File: config.mk
export PLATFORM = sky130hd
export DESIGN_NAME = note_sequencer_flat
export DESIGN_NICKNAME = d
export VERILOG_FILES = /design/src/rtl/synth_pkg.sv /design/src/rtl/note_sequencer_if.sv /design/src/rtl/tick_gen.sv /design/src/rtl/note_sequencer.sv /design/src/flat_wrapper.sv
export SDC_FILE = /design/constraint.sdc
export NUM_CORES = 1
export LEC_CHECK = 0
export BUFFER_PORTS_ARGS = -buffer_cell sky130_fd_sc_hd__buf_4
export CAP_MARGIN = 20
export CORE_AREA = 2 2 193 157
export CTS_BUF_LIST = sky130_fd_sc_hd__clkbuf_2 sky130_fd_sc_hd__clkbuf_4 sky130_fd_sc_hd__clkbuf_8
export DETAILED_ROUTE_END_ITERATION = 16
export DIE_AREA = 0 0 195 159
export GPL_TIMING_DRIVEN = 0
export PLACE_DENSITY = 0.63
export SLEW_MARGIN = 20
export SYNTH_ARGS = -nofsm -noshare
export SYNTH_HDL_FRONTEND = slang
export SYNTH_SLANG_ARGS = --single-unit
File: constraint.sdc
create_clock -name clk -period 6.9 [get_ports clk]
set_input_delay 0.345 -clock clk [delete_from_list [all_inputs] [get_ports clk]]
set_output_delay 0.345 -clock clk [all_outputs]
set_load 0.02 [all_outputs]
File: src/rtl/synth_pkg.sv
// Shared definitions for the note sequencer slice.
// Contents:
//   - pattern entry layout: [11:8] note, [7:6] octave, [5:4] wave, [3:0] len
//   - FSM state encoding (IDLE, LOAD, PLAY)
//   - note decoding and effective step length helpers
package synth_pkg;

    localparam int ENTRY_W   = 12;
    localparam int NOTE_HI   = 11;
    localparam int NOTE_LO   = 8;
    localparam int OCT_HI    = 7;
    localparam int OCT_LO    = 6;
    localparam int WAVE_HI   = 5;
    localparam int WAVE_LO   = 4;
    localparam int LEN_HI    = 3;
    localparam int LEN_LO    = 0;
    localparam int NUM_NOTES = 11;

    typedef enum logic [1:0] {
        IDLE = 2'd0,
        LOAD = 2'd1,
        PLAY = 2'd2
    } state_t;

    // Notes 1..11 select one divider tap; 0 and 12..15 are rests.
    function automatic logic [NUM_NOTES-1:0] note_to_sw(input logic [3:0] note);
        logic [NUM_NOTES-1:0] sw;
        if ((note >= 4'd1) && (note <= 4'd11)) begin
            sw = {{(NUM_NOTES-1){1'b0}}, 1'b1} << (note - 4'd1);
        end else begin
            sw = {NUM_NOTES{1'b0}};
        end
        return sw;
    endfunction

    // A zero length still plays for one tick.
    function automatic logic [3:0] eff_len(input logic [3:0] len);
        logic [3:0] l;
        if (len == 4'd0) begin
            l = 4'd1;
        end else begin
            l = len;
        end
        return l;
    endfunction

endpackage

File: src/rtl/note_sequencer_if.sv
// Control/pattern-write bus between the config logic (master) and the
// note sequencer (slave), plus the oscillator-side outputs.
//   master drives: start, stop, loop, last_step, wr_en, wr_addr, wr_data
//   slave drives : note_sw, octave, wave, gate, step_start, step_idx, busy, done
interface note_sequencer_if #(
    parameter int IW = 4
);
    import synth_pkg::*;

    logic                 start;
    logic                 stop;
    logic                 loop;
    logic [IW-1:0]        last_step;
    logic                 wr_en;
    logic [IW-1:0]        wr_addr;
    logic [ENTRY_W-1:0]   wr_data;

    logic [NUM_NOTES-1:0] note_sw;
    logic [1:0]           octave;
    logic [1:0]           wave;
    logic                 gate;
    logic                 step_start;
    logic [IW-1:0]        step_idx;
    logic                 busy;
    logic                 done;

    modport master (
        output start, stop, loop, last_step, wr_en, wr_addr, wr_data,
        input  note_sw, octave, wave, gate, step_start, step_idx, busy, done
    );

    modport slave (
        input  start, stop, loop, last_step, wr_en, wr_addr, wr_data,
        output note_sw, octave, wave, gate, step_start, step_idx, busy, done
    );

endinterface

File: src/rtl/tick_gen.sv
// Tempo tick generator: counts 0..TICK_DIV-1 and pulses tick for the one
// cycle the count sits at TICK_DIV-1. clr holds the count at 0.
//   clk, rst : clock, synchronous active-high reset
//   clr      : synchronous clear (no tick while asserted)
//   tick     : one-cycle pulse per TICK_DIV cycles
module tick_gen #(
    parameter int TICK_DIV = 50000,
    parameter int TW       = 16
) (
    input  logic clk,
    input  logic rst,
    input  logic clr,
    output logic tick
);

    localparam logic [TW-1:0] CNT_LAST = TW'(TICK_DIV - 1);
    localparam logic [TW-1:0] CNT_ZERO = {TW{1'b0}};
    localparam logic [TW-1:0] CNT_ONE  = {{(TW-1){1'b0}}, 1'b1};

    logic [TW-1:0] cnt_q;
    logic [TW-1:0] cnt_d;

    // Next count and wrap detection.
    always_comb begin
        tick  = 1'b0;
        cnt_d = cnt_q;
        if (clr) begin
            cnt_d = CNT_ZERO;
        end else if (cnt_q == CNT_LAST) begin
            cnt_d = CNT_ZERO;
            tick  = 1'b1;
        end else begin
            cnt_d = cnt_q + CNT_ONE;
        end
    end

    // Counter register.
    always_ff @(posedge clk) begin
        if (rst) begin
            cnt_q <= CNT_ZERO;
        end else begin
            cnt_q <= cnt_d;
        end
    end

endmodule

File: src/rtl/note_sequencer.sv
// Step sequencer driving the oscillator datapath from a 16-entry pattern.
// Each step: one LOAD cycle (latch entry, pulse step_start), then
// max(len,1) tempo ticks of PLAY. All outputs are registered.
//   clk, rst : clock, synchronous active-high reset
//   bus      : note_sequencer_if.slave (control, pattern write, outputs)
module note_sequencer
    import synth_pkg::*;
#(
    parameter int STEPS    = 16,
    parameter int TICK_DIV = 50000,
    parameter int TW       = 16
) (
    input  logic              clk,
    input  logic              rst,
    note_sequencer_if.slave   bus
);

    localparam int            IW       = $clog2(STEPS);
    localparam logic [IW-1:0] IDX_ZERO = {IW{1'b0}};
    localparam logic [IW-1:0] IDX_ONE  = {{(IW-1){1'b0}}, 1'b1};

    logic [ENTRY_W-1:0] pat_q [STEPS];
    logic [ENTRY_W-1:0] pat_d [STEPS];

    state_t               state_q, state_d;
    logic [IW-1:0]        idx_q, idx_d;
    logic [3:0]           ticks_q, ticks_d;
    logic                 note_on_q, note_on_d;
    logic [NUM_NOTES-1:0] note_sw_q, note_sw_d;
    logic [1:0]           octave_q, octave_d;
    logic [1:0]           wave_q, wave_d;
    logic                 gate_q, gate_d;
    logic                 step_start_q, step_start_d;
    logic [IW-1:0]        step_idx_q, step_idx_d;
    logic                 busy_q, busy_d;
    logic                 done_q, done_d;

    logic                 tick_s;
    logic                 tick_clr_s;
    logic [ENTRY_W-1:0]   ent_s;
    logic [NUM_NOTES-1:0] ent_sw_s;

    // The divider only runs in PLAY, so every step starts from a zero count.
    assign tick_clr_s = (state_q != PLAY);

    tick_gen #(
        .TICK_DIV (TICK_DIV),
        .TW       (TW)
    ) u_tick_gen (
        .clk  (clk),
        .rst  (rst),
        .clr  (tick_clr_s),
        .tick (tick_s)
    );

    // Entry read uses the registered pattern, so a same-cycle write is not seen.
    assign ent_s    = pat_q[idx_q];
    assign ent_sw_s = note_to_sw(ent_s[NOTE_HI:NOTE_LO]);

    // Pattern write port.
    always_comb begin
        for (int i = 0; i < STEPS; i++) begin
            pat_d[i] = pat_q[i];
        end
        if (bus.wr_en) begin
            pat_d[bus.wr_addr] = bus.wr_data;
        end else begin
            pat_d[bus.wr_addr] = pat_q[bus.wr_addr];
        end
    end

    // Pattern storage, cleared to rests on reset.
    always_ff @(posedge clk) begin
        if (rst) begin
            for (int i = 0; i < STEPS; i++) begin
                pat_q[i] <= {ENTRY_W{1'b0}};
            end
        end else begin
            for (int i = 0; i < STEPS; i++) begin
                pat_q[i] <= pat_d[i];
            end
        end
    end

    // Sequencer next-state and next-output logic.
    always_comb begin
        state_d      = state_q;
        idx_d        = idx_q;
        ticks_d      = ticks_q;
        note_on_d    = note_on_q;
        note_sw_d    = note_sw_q;
        octave_d     = octave_q;
        wave_d       = wave_q;
        gate_d       = gate_q;
        step_idx_d   = step_idx_q;
        step_start_d = 1'b0;
        done_d       = 1'b0;

        if (bus.stop) begin
            state_d = IDLE;
            gate_d  = 1'b0;
        end else if (bus.start) begin
            state_d = LOAD;
            idx_d   = IDX_ZERO;
            gate_d  = 1'b0;
        end else begin
            case (state_q)
                IDLE: begin
                    gate_d = 1'b0;
                end
                LOAD: begin
                    note_sw_d    = ent_sw_s;
                    note_on_d    = |ent_sw_s;
                    octave_d     = ent_s[OCT_HI:OCT_LO];
                    wave_d       = ent_s[WAVE_HI:WAVE_LO];
                    step_idx_d   = idx_q;
                    ticks_d      = eff_len(ent_s[LEN_HI:LEN_LO]);
                    step_start_d = 1'b1;
                    gate_d       = |ent_sw_s;
                    state_d      = PLAY;
                end
                PLAY: begin
                    if (tick_s) begin
                        if (ticks_q == 4'd1) begin
                            gate_d = 1'b0;
                            if (idx_q != bus.last_step) begin
                                idx_d   = idx_q + IDX_ONE;
                                state_d = LOAD;
                            end else if (bus.loop) begin
                                idx_d   = IDX_ZERO;
                                state_d = LOAD;
                            end else begin
                                state_d = IDLE;
                                done_d  = 1'b1;
                            end
                        end else begin
                            ticks_d = ticks_q - 4'd1;
                            // Entering the final tick of a multi-tick step opens the articulation gap.
                            gate_d  = note_on_q & (ticks_q != 4'd2);
                        end
                    end else begin
                        gate_d = gate_q;
                    end
                end
                default: begin
                    state_d = IDLE;
                    gate_d  = 1'b0;
                end
            endcase
        end

        busy_d = (state_d != IDLE);
    end

    // Sequencer state and output registers.
    always_ff @(posedge clk) begin
        if (rst) begin
            state_q      <= IDLE;
            idx_q        <= IDX_ZERO;
            ticks_q      <= 4'd0;
            note_on_q    <= 1'b0;
            note_sw_q    <= {NUM_NOTES{1'b0}};
            octave_q     <= 2'd0;
            wave_q       <= 2'd0;
            gate_q       <= 1'b0;
            step_start_q <= 1'b0;
            step_idx_q   <= IDX_ZERO;
            busy_q       <= 1'b0;
            done_q       <= 1'b0;
        end else begin
            state_q      <= state_d;
            idx_q        <= idx_d;
            ticks_q      <= ticks_d;
            note_on_q    <= note_on_d;
            note_sw_q    <= note_sw_d;
            octave_q     <= octave_d;
            wave_q       <= wave_d;
            gate_q       <= gate_d;
            step_start_q <= step_start_d;
            step_idx_q   <= step_idx_d;
            busy_q       <= busy_d;
            done_q       <= done_d;
        end
    end

    assign bus.note_sw    = note_sw_q;
    assign bus.octave     = octave_q;
    assign bus.wave       = wave_q;
    assign bus.gate       = gate_q;
    assign bus.step_start = step_start_q;
    assign bus.step_idx   = step_idx_q;
    assign bus.busy       = busy_q;
    assign bus.done       = done_q;

endmodule

File: src/flat_wrapper.sv
// flat-port wrapper written by rule: the top's interface ports become plain ports
module note_sequencer_flat import synth_pkg::*;
#(
    parameter int STEPS    = 16,
    parameter int TICK_DIV = 50000,
    parameter int TW       = 16
)
  (clk, rst, bus_start, bus_stop, bus_loop, bus_last_step, bus_wr_en, bus_wr_addr, bus_wr_data, bus_note_sw, bus_octave, bus_wave, bus_gate, bus_step_start, bus_step_idx, bus_busy, bus_done);
  note_sequencer_if bus_i ();
  input  logic clk;
  input  logic rst;
  input wire logic [$bits(bus_i.start)-1:0] bus_start;
  input wire logic [$bits(bus_i.stop)-1:0] bus_stop;
  input wire logic [$bits(bus_i.loop)-1:0] bus_loop;
  input wire logic [$bits(bus_i.last_step)-1:0] bus_last_step;
  input wire logic [$bits(bus_i.wr_en)-1:0] bus_wr_en;
  input wire logic [$bits(bus_i.wr_addr)-1:0] bus_wr_addr;
  input wire logic [$bits(bus_i.wr_data)-1:0] bus_wr_data;
  output wire logic [$bits(bus_i.note_sw)-1:0] bus_note_sw;
  output wire logic [$bits(bus_i.octave)-1:0] bus_octave;
  output wire logic [$bits(bus_i.wave)-1:0] bus_wave;
  output wire logic [$bits(bus_i.gate)-1:0] bus_gate;
  output wire logic [$bits(bus_i.step_start)-1:0] bus_step_start;
  output wire logic [$bits(bus_i.step_idx)-1:0] bus_step_idx;
  output wire logic [$bits(bus_i.busy)-1:0] bus_busy;
  output wire logic [$bits(bus_i.done)-1:0] bus_done;
  assign bus_i.start = bus_start;
  assign bus_i.stop = bus_stop;
  assign bus_i.loop = bus_loop;
  assign bus_i.last_step = bus_last_step;
  assign bus_i.wr_en = bus_wr_en;
  assign bus_i.wr_addr = bus_wr_addr;
  assign bus_i.wr_data = bus_wr_data;
  assign bus_note_sw = bus_i.note_sw;
  assign bus_octave = bus_i.octave;
  assign bus_wave = bus_i.wave;
  assign bus_gate = bus_i.gate;
  assign bus_step_start = bus_i.step_start;
  assign bus_step_idx = bus_i.step_idx;
  assign bus_busy = bus_i.busy;
  assign bus_done = bus_i.done;
  note_sequencer #(.STEPS(STEPS), .TICK_DIV(TICK_DIV), .TW(TW)) u_core (.clk(clk), .rst(rst), .bus(bus_i));
endmodule
==> results.json, run 1 <==
{
  "status": "finished clean",
  "period_needed_ps": 3110,
  "worst_ir_drop_vdd_mv": 0.116,
  "viasPerCell": 5.67,
  "drtIter0Drc": 750,
  "fmax_ghz": 0.321,
  "io_buffers": 46,
  "io_pins": 49,
  "worstHoldPathCells": 3,
  "clockRootBuffer": "clkbuf_8",
  "routedWlPerCell_um": 20.3,
  "final_util": 0.455,
  "cts_buffers": 41,
  "p_sw_uw": 751,
  "synth_edf_count": 0,
  "setup_viol": 0,
  "final_layout_size_suffix_gt1_frac": 0.240,
  "place_inst": 1541,
  "rsz0062_at_grt": "no",
  "fin_worst_skew_ps": 36.9,
  "clk_pin_slew_ps": 60,
  "reg2regPathDepth": 9,
  "fin_crit_sh": 0.451,
  "crit_fanout": 10,
  "clock_latency_ps": 570,
  "total_power_mw": 2.98,
  "area_growth_syn_to_layout_pct": 14.2,
  "htree_levels": 2,
  "crit_top_cell": "buf_2",
  "internal_power_mw": 2.23,
  "first_pass_iters": 5,
  "num_antenna_cells": 0,
  "p_leak_nw": 4.49,
  "drtAntennaViolNets": 0,
  "layout.cells.non_filler": 1612,
  "holdPathEnd": "u_core.state_q[0]$_SDFF_PP0_",
  "cp-end-kind": "register",
  "antenna_found_initial": 0,
  "grt_use_met3": 0.0525,
  "via_count": 9137,
  "comb_power_share": 0.075,
  "timing.hold.worst.class": "in -> reg",
  "yosys_warnings": 0,
  "crit_path_start_kind": "register",
  "yosys.area.top_type": "dfxtp_1",
  "chipHeight_um": 159,
  "dieArea_um2": 31000,
  "r2r_end": "u_core.ticks_q[0]$_SDFFE_PP0P_",
  "syn_avg_cell_area_um2": 10.3,
  "yosysUniqueCellTypes": 60,
  "synth_compound_area_frac": 0.132,
  "cp_slowest_stage_delay_ps": 450,
  "max_cap_viol_count": 0,
  "hold_viol_final": 0,
  "fin_nets": 1243,
  "cp.required_ps": 7360,
  "postSynth.asyncResetShare": 0,
  "synth.area.top_cells": "dfxtp_1 (43%), mux4_2 (22%), nand2_1 (8.0%)",
  "initial_core_util": 0.398,
  "synthAdderAreaFrac": 0.00975,
  "netlist_area_um2": 11500,
  "cts-resized-gates": 0,
  "top_usage_layer": "met2",
  "drt-total-wl_um": 32700,
  "cts_tree": "yes",
  "post_cts_buffers": 0,
  "clkPwrFrac": 0.438,
  "gr-usage-met2": 0.321,
  "syn_nets": 1153,
  "synth_top_area_frac": 0.426,
  "clockBufferDepth": 3,
  "seq_power_share": 0.487,
  "worst_slew_pin_slew_ps": 801,
  "clkSinkCount": 246,
  "routabilityCongestion": 0.932,
  "crit_arrival_ps": 3570,
  "grt_pass1_vias": 9028,
  "grt_overflow": 0,
  "power_density_nw_per_um2": 226,
  "grtUsageMet1": 0.297,
  "hold_start": "bus_stop",
  "slew_headroom": 0.462,
  "yosys_register_bits": 246,
  "dpl.hpwl_um": 24900,
  "cp_cell_sequence": "buf_2 > buf_2 > buf_2 > mux4_2 > a22oi_1 > nand2_1 > nor3b_1 > a2111oi_2 > a211oi_1",
  "syn_inst": 1118,
  "synth_ff_type": "dfxtp_1",
  "r2r_setup_slack_ps": 3790,
  "core_area_um2": 29000,
  "worst_hold_slack_ps": 110,
  "drc": 0,
  "worstSetupPathType": "reg -> reg",
  "synth_simple_gate_area_frac": 0.126,
  "fin_tns_setup_ps": 0,
  "drv_slew": 0,
  "grt_pass1_wl_um": 51100,
  "grt_usage": 0.212,
  "synth_xor_area_frac": 0.0159,
  "synth_top_family_by_area": "multiplexers",
  "yosysSeqAreaShare": 0.426,
  "grt_max_degree": 13,
  "switching_share": 0.252,
  "rows": 56,
  "synthMuxAreaShare": 0.249,
  "die_w_um": 195,
  "slowest_stage": "dfxtp_1"
}
-- kinds of logic after synthesis --
group | count (synthesis)
flops | 246
compound gates | 271
fa+ha+maj | 9
buf+inv | 97
xor+xnor | 21
mux | 132
simple gates | 342
-- how the worst max path moves through the flow --
| stage | slack [ps] | cells past startpoint | end | from |
|---|---|---|---|---|
| 5_1_grt | 3600 | 8 | u_core.ticks_q[0]$_SDFFE_PP0P_ | register |
| 4_1_cts | 3790 | 9 | u_core.ticks_q[0]$_SDFFE_PP0P_ | register |
| 3_5_place_dp | 3810 | 9 | u_core.ticks_q[0]$_SDFFE_PP0P_ | register |
| 2_1_floorplan | 4560 | 8 | u_core.pat_q[10][3]$_SDFFE_PP0P_ | bus_wr_addr[1] |
| 3_3_place_gp | 3780 | 9 | u_core.ticks_q[0]$_SDFFE_PP0P_ | register |
| 6_report | 3790 | 9 | u_core.ticks_q[0]$_SDFFE_PP0P_ | register |
-- layer usage --
| metal | wire length, um | vias to the layer above | part of all wire |
|---|---|---|---|
| met1 | 14300 | 4425 | 0.44 |
| li1 | - | 4246 | - |
| met2 | 14200 | 384 | 0.43 |
| met3 | 3200 | 82 | 0.098 |
| met4 | 1040 | 0 | 0.032 |
| met5 | 0 | - | 0 |
-- final cells by class --
cell class                      instances  area [um^2]
Multi-Input combinational cell        775         6150
Clock inverter                          8         58.8
Sequential cell                       246         4920
Timing Repair Buffer                   47          355
Inverter                                9         33.8
Clock buffer                           62          759
Fill cell                            2774        15800
Tap cell                              377          472
Buffer                                 88          437
-- cell usage after synthesis, drive strengths merged, types with 2 or more instances --
cell type	instances
a22oi	10
or2	2
nand4	5
o21a	2
or4b	2
a211oi	5
nand3	9
a22o	4
xor2	8
o21ai	202
nor2b	10
nor2	36
o31ai	2
clkbuf	44
mux2i	17
a31oi	6
a21oi	27
ha	9
mux4	112
buf	44
or4	2
and2	3
a21boi	3
and3	7
dfxtp	246
mux2	3
nand4bb	2
nor3b	7
nand2	246
nor3	5
or3	2
inv	9
xnor2	13
-- power groups by stage --
stage / Combinational, mW / Clock [mW] / Sequential [mW]
2_1_floorplan: 0.149 / 0 / 1.48
3_3_place_gp: 0.219 / 0 / 1.48
3_5_place_dp: 0.221 / 0 / 1.48
4_1_cts: 0.222 / 1.33 / 1.45
5_1_grt: 0.239 / 1.39 / 1.45
6_report: 0.223 / 1.31 / 1.45
-- flip-flops by register name (all words and copies together) (netlist names), 2 cells and up, named ones only --
| signal | count |
|---|---|
| u_core.pat_q | 192 |
| u_core.u_tick_gen.cnt_q | 16 |
| u_core.bus.note_sw | 11 |
| u_core.bus.step_idx | 4 |
| u_core.idx_q | 4 |
| u_core.ticks_q | 4 |
| u_core.bus.octave | 2 |
| u_core.bus.wave | 2 |
| u_core.state_q | 2 |
-- placed cells by master (no fill, tap or decap), types with 3 or more instances in the layout --
master    count
clkbuf_8     47
buf_4        51
and2_1        3
xnor2_1      13
nand4_1       5
ha_1          9
o21ai_2      10
buf_2        30
nand3_1       9
o21ai_1     180
nor2b_1      10
a211oi_1      4
a21oi_1      27
inv_1         9
buf_6         3
a31oi_1       6
a22oi_1      10
nor3b_1       7
xor2_1        8
nor3_1        5
clkbuf_4     15
mux2i_4      12
a22o_1        4
nor2_1       35
buf_1         4
and3_1        7
clkinv_2      5
o21ai_0      12
dfxtp_1     246
nand2_1     246
mux2i_1       5
inv_8         3
mux4_2      112
clkbuf_1     44
-- critical path, delay by kind of cell, from the launching register on --
kind / cells / cell delay, ps
AND/OR/NAND/NOR: 2 / 390
flip-flops: 1 / 450
buffers and inverters: 3 / 1250
multiplexers: 1 / 440
AO/OA/AOI/OAI: 3 / 470
-- what timing repair did --
action | CTS | global route
hold buffers | 1 | 0
setup endpoints to repair | 0 | 0
hold endpoints to repair | 1 | 0
-- stage by stage --
step	setup slack (ps)	instance area (um^2)
after floorplan	4560	11500
after global placement	3780	12400
after detailed placement	3810	12400
after CTS	3790	13200
after global routing	3600	13200
final	3790	13200
No activity file was read; power rests on OpenSTA's default activity.
==> run 2, diff against run 1 <==
clock period = 3.15 ns   (was 6.9 ns; I/O delays follow)
==> run 2 against run 1 <==
Compared with the run above:
- clock skew is 2.3 ps lower
- wire length is 0.75% higher
- first-iteration DRC count is 3.9% lower
- die area stayed put
- maximum frequency is 4.9% higher
- core utilization is 0.63 points higher
- sequential power is 120% higher
- final cell count is 1.1% higher
- highest routed layer unchanged
- sequential share of layout area is 0.51 points lower
- clock power is 120% higher
- register-to-register slack worse by 3600 ps
==> results.json, run 2 (same netlist as run 1, synthesis figures left out) <==
{
  "clockRootBuffer": "clkbuf_8",
  "regMostFlops": "u_core.pat_q",
  "cp_cell_sequence": "clkbuf_4 > clkbuf_4 > mux4_2 > a22oi_1 > nand2_1 > a211oi_1 > a311oi_2 > a22o_1",
  "crit_arrival_ps": 3410,
  "via_count": 9216,
  "worst-path-buf-inv": 2,
  "cp_top_family": "compound AO/OA/AOI/OAI gates",
  "status": "finished clean",
  "core_area_um2": 29000,
  "crit_fanout": 10,
  "crit_path_start_kind": "register",
  "grt_pass1_wl_um": 51400,
  "clockBufferDepth": 3,
  "cts_buffers": 41,
  "grt_overflow": 0,
  "max_cap_viol_count": 0,
  "r2r_end": "u_core.note_on_q$_SDFFE_PP0P_",
  "chipHeight_um": 159,
  "drv_slew": 0,
  "p_leak_nw": 4.57,
  "area_growth_syn_to_layout_pct": 15.8,
  "setup_viol": 0,
  "io_buffers": 46,
  "fin_worst_skew_ps": 34.6,
  "hold_viol_final": 0,
  "grt_max_degree": 13,
  "drc": 0,
  "routabilityCongestion": 0.932,
  "viasPerCell": 5.66,
  "dpl.hpwl_um": 24900,
  "total_power_mw": 6.55,
  "post_dp_cell_area_um2": 12400,
  "multi_input_area_um2": 6160,
  "r2r_setup_slack_ps": 180,
  "fin_nets": 1260,
  "fin_tns_setup_ps": 0,
  "dieArea_um2": 31000,
  "grt_pass1_vias": 9108,
  "timing.hold.worst.class": "in -> reg",
  "grt_usage": 0.213,
  "cp-end-kind": "register",
  "drtIter0Drc": 721,
  "die_w_um": 195,
  "routedWlPerCell_um": 20.2,
  "htree_levels": 2,
  "cts_tree": "yes",
  "clkSinkCount": 246,
  "num_antenna_cells": 0,
  "worstSetupPathType": "reg -> reg",
  "drt-total-wl_um": 33000,
  "rows": 56,
  "cp.required_ps": 3590,
  "slowest_stage": "dfxtp_1",
  "rsz0062_at_grt": "no",
  "worst_slew_pin_slew_ps": 766,
  "antenna_found_initial": 0,
  "holdPathEnd": "u_core.pat_q[3][0]$_SDFFE_PP0P_",
  "fmax_ghz": 0.337,
  "worst_ir_drop_vdd_mv": 0.261,
  "reg2regPathDepth": 8,
  "initial_core_util": 0.398,
  "crit_top_cell": "clkbuf_4",
  "io_pins": 49,
  "fin_crit_sh": 0.942,
  "drtAntennaViolNets": 0,
  "clk_pin_slew_ps": 60,
  "n_fill_cell": 2759,
  "slew_headroom": 0.490,
  "cp_slowest_stage_delay_ps": 450,
  "period_needed_ps": 2970,
  "first_pass_iters": 5,
  "hold_start": "bus_wr_en",
  "most-common-layout-cells": "nand2_1 (246), dfxtp_1 (246), o21ai_1 (180), mux4_2 (112), buf_4 (51)",
  "power_density_nw_per_um2": 489,
  "clock_latency_ps": 570,
  "worstHoldPathCells": 3,
  "seqCellArea_um2": 4920,
  "fin_area_um2": 13400,
  "final_layout_size_suffix_gt1_frac": 0.237,
  "largest_reg_flops": 192
}
## run 2: changes by cell type in the layout (fill, tap and decap cells not counted), sizes merged
| cell | delta |
|---|---|
| dlygate4sd3 | +17 |
| clkbuf | +2 |
| buf | -2 |
## run 2: timing repair
action,4_1_cts,5_1_grt
setup endpoints to repair,0,3
setup buffers,0,0
gates resized for setup,0,3
hold endpoints to repair,72,0
hold buffers,18,0
## run 2: report_power, final
group / total (mW) / switching (mW) / internal (mW) / leakage, nW
combinational: 0.506 / 0.311 / 0.195 / 2.14
clock: 2.86 / 1.31 / 1.55 / 0.445
sequential: 3.18 / 0.0309 / 3.15 / 1.99
total: 6.55 / 1.65 / 4.90 / 4.57
## run 2: stage by stage
step	std cells	util	worst slack (ps)	hold slack [ps]
2_1_floorplan	1118	-	884	233
3_3_place_gp	1541	0.426	32.6	349
3_5_place_dp	1541	0.426	62.8	344
4_1_cts	1629	0.461	43.5	21.9
5_1_grt	1629	0.461	29.1	27.7
6_report	1629	0.461	182	40.2
## run 2: how the worst max path moves through the flow
stage / start / to / cells after the start
final: register / u_core.note_on_q$_SDFFE_PP0P_ / 8
after global placement: register / u_core.ticks_q[0]$_SDFFE_PP0P_ / 9
after floorplan: register / u_core.bus.octave[1]$_SDFFE_PP0P_ / 7
after CTS: register / u_core.ticks_q[0]$_SDFFE_PP0P_ / 9
after detailed placement: register / u_core.ticks_q[0]$_SDFFE_PP0P_ / 9
after global routing: register / u_core.note_on_q$_SDFFE_PP0P_ / 8
## run 2: layout make-up
type | instances | area share
Buffer | 88 | 0.0330
Sequential cell | 246 | 0.368
Inverter | 9 | 0.00253
Clock buffer | 62 | 0.0568
Timing Repair Buffer | 64 | 0.0393
Tap cell | 377 | 0.0353
Multi-Input combinational cell | 775 | 0.461
Clock inverter | 8 | 0.00440
## run 2: worst reg2reg max path: stages, from the launching register on
cell,delay (ps)
dfxtp_1,450
clkbuf_4,340
clkbuf_4,350
mux4_2,420
a22oi_1,410
nand2_1,220
a211oi_1,310
a311oi_2,140
a22o_1,220
## run 2: routing by layer
| metal | routed length, um | track usage | up-vias |
|---|---|---|---|
| li1 | - | - | 4282 |
| met1 | 14400 | 0.298 | 4477 |
| met2 | 14400 | 0.325 | 379 |
| met3 | 3240 | 0.0525 | 78 |
| met4 | 928 | 0.0708 | 0 |
| met5 | 0 | 0 | - |
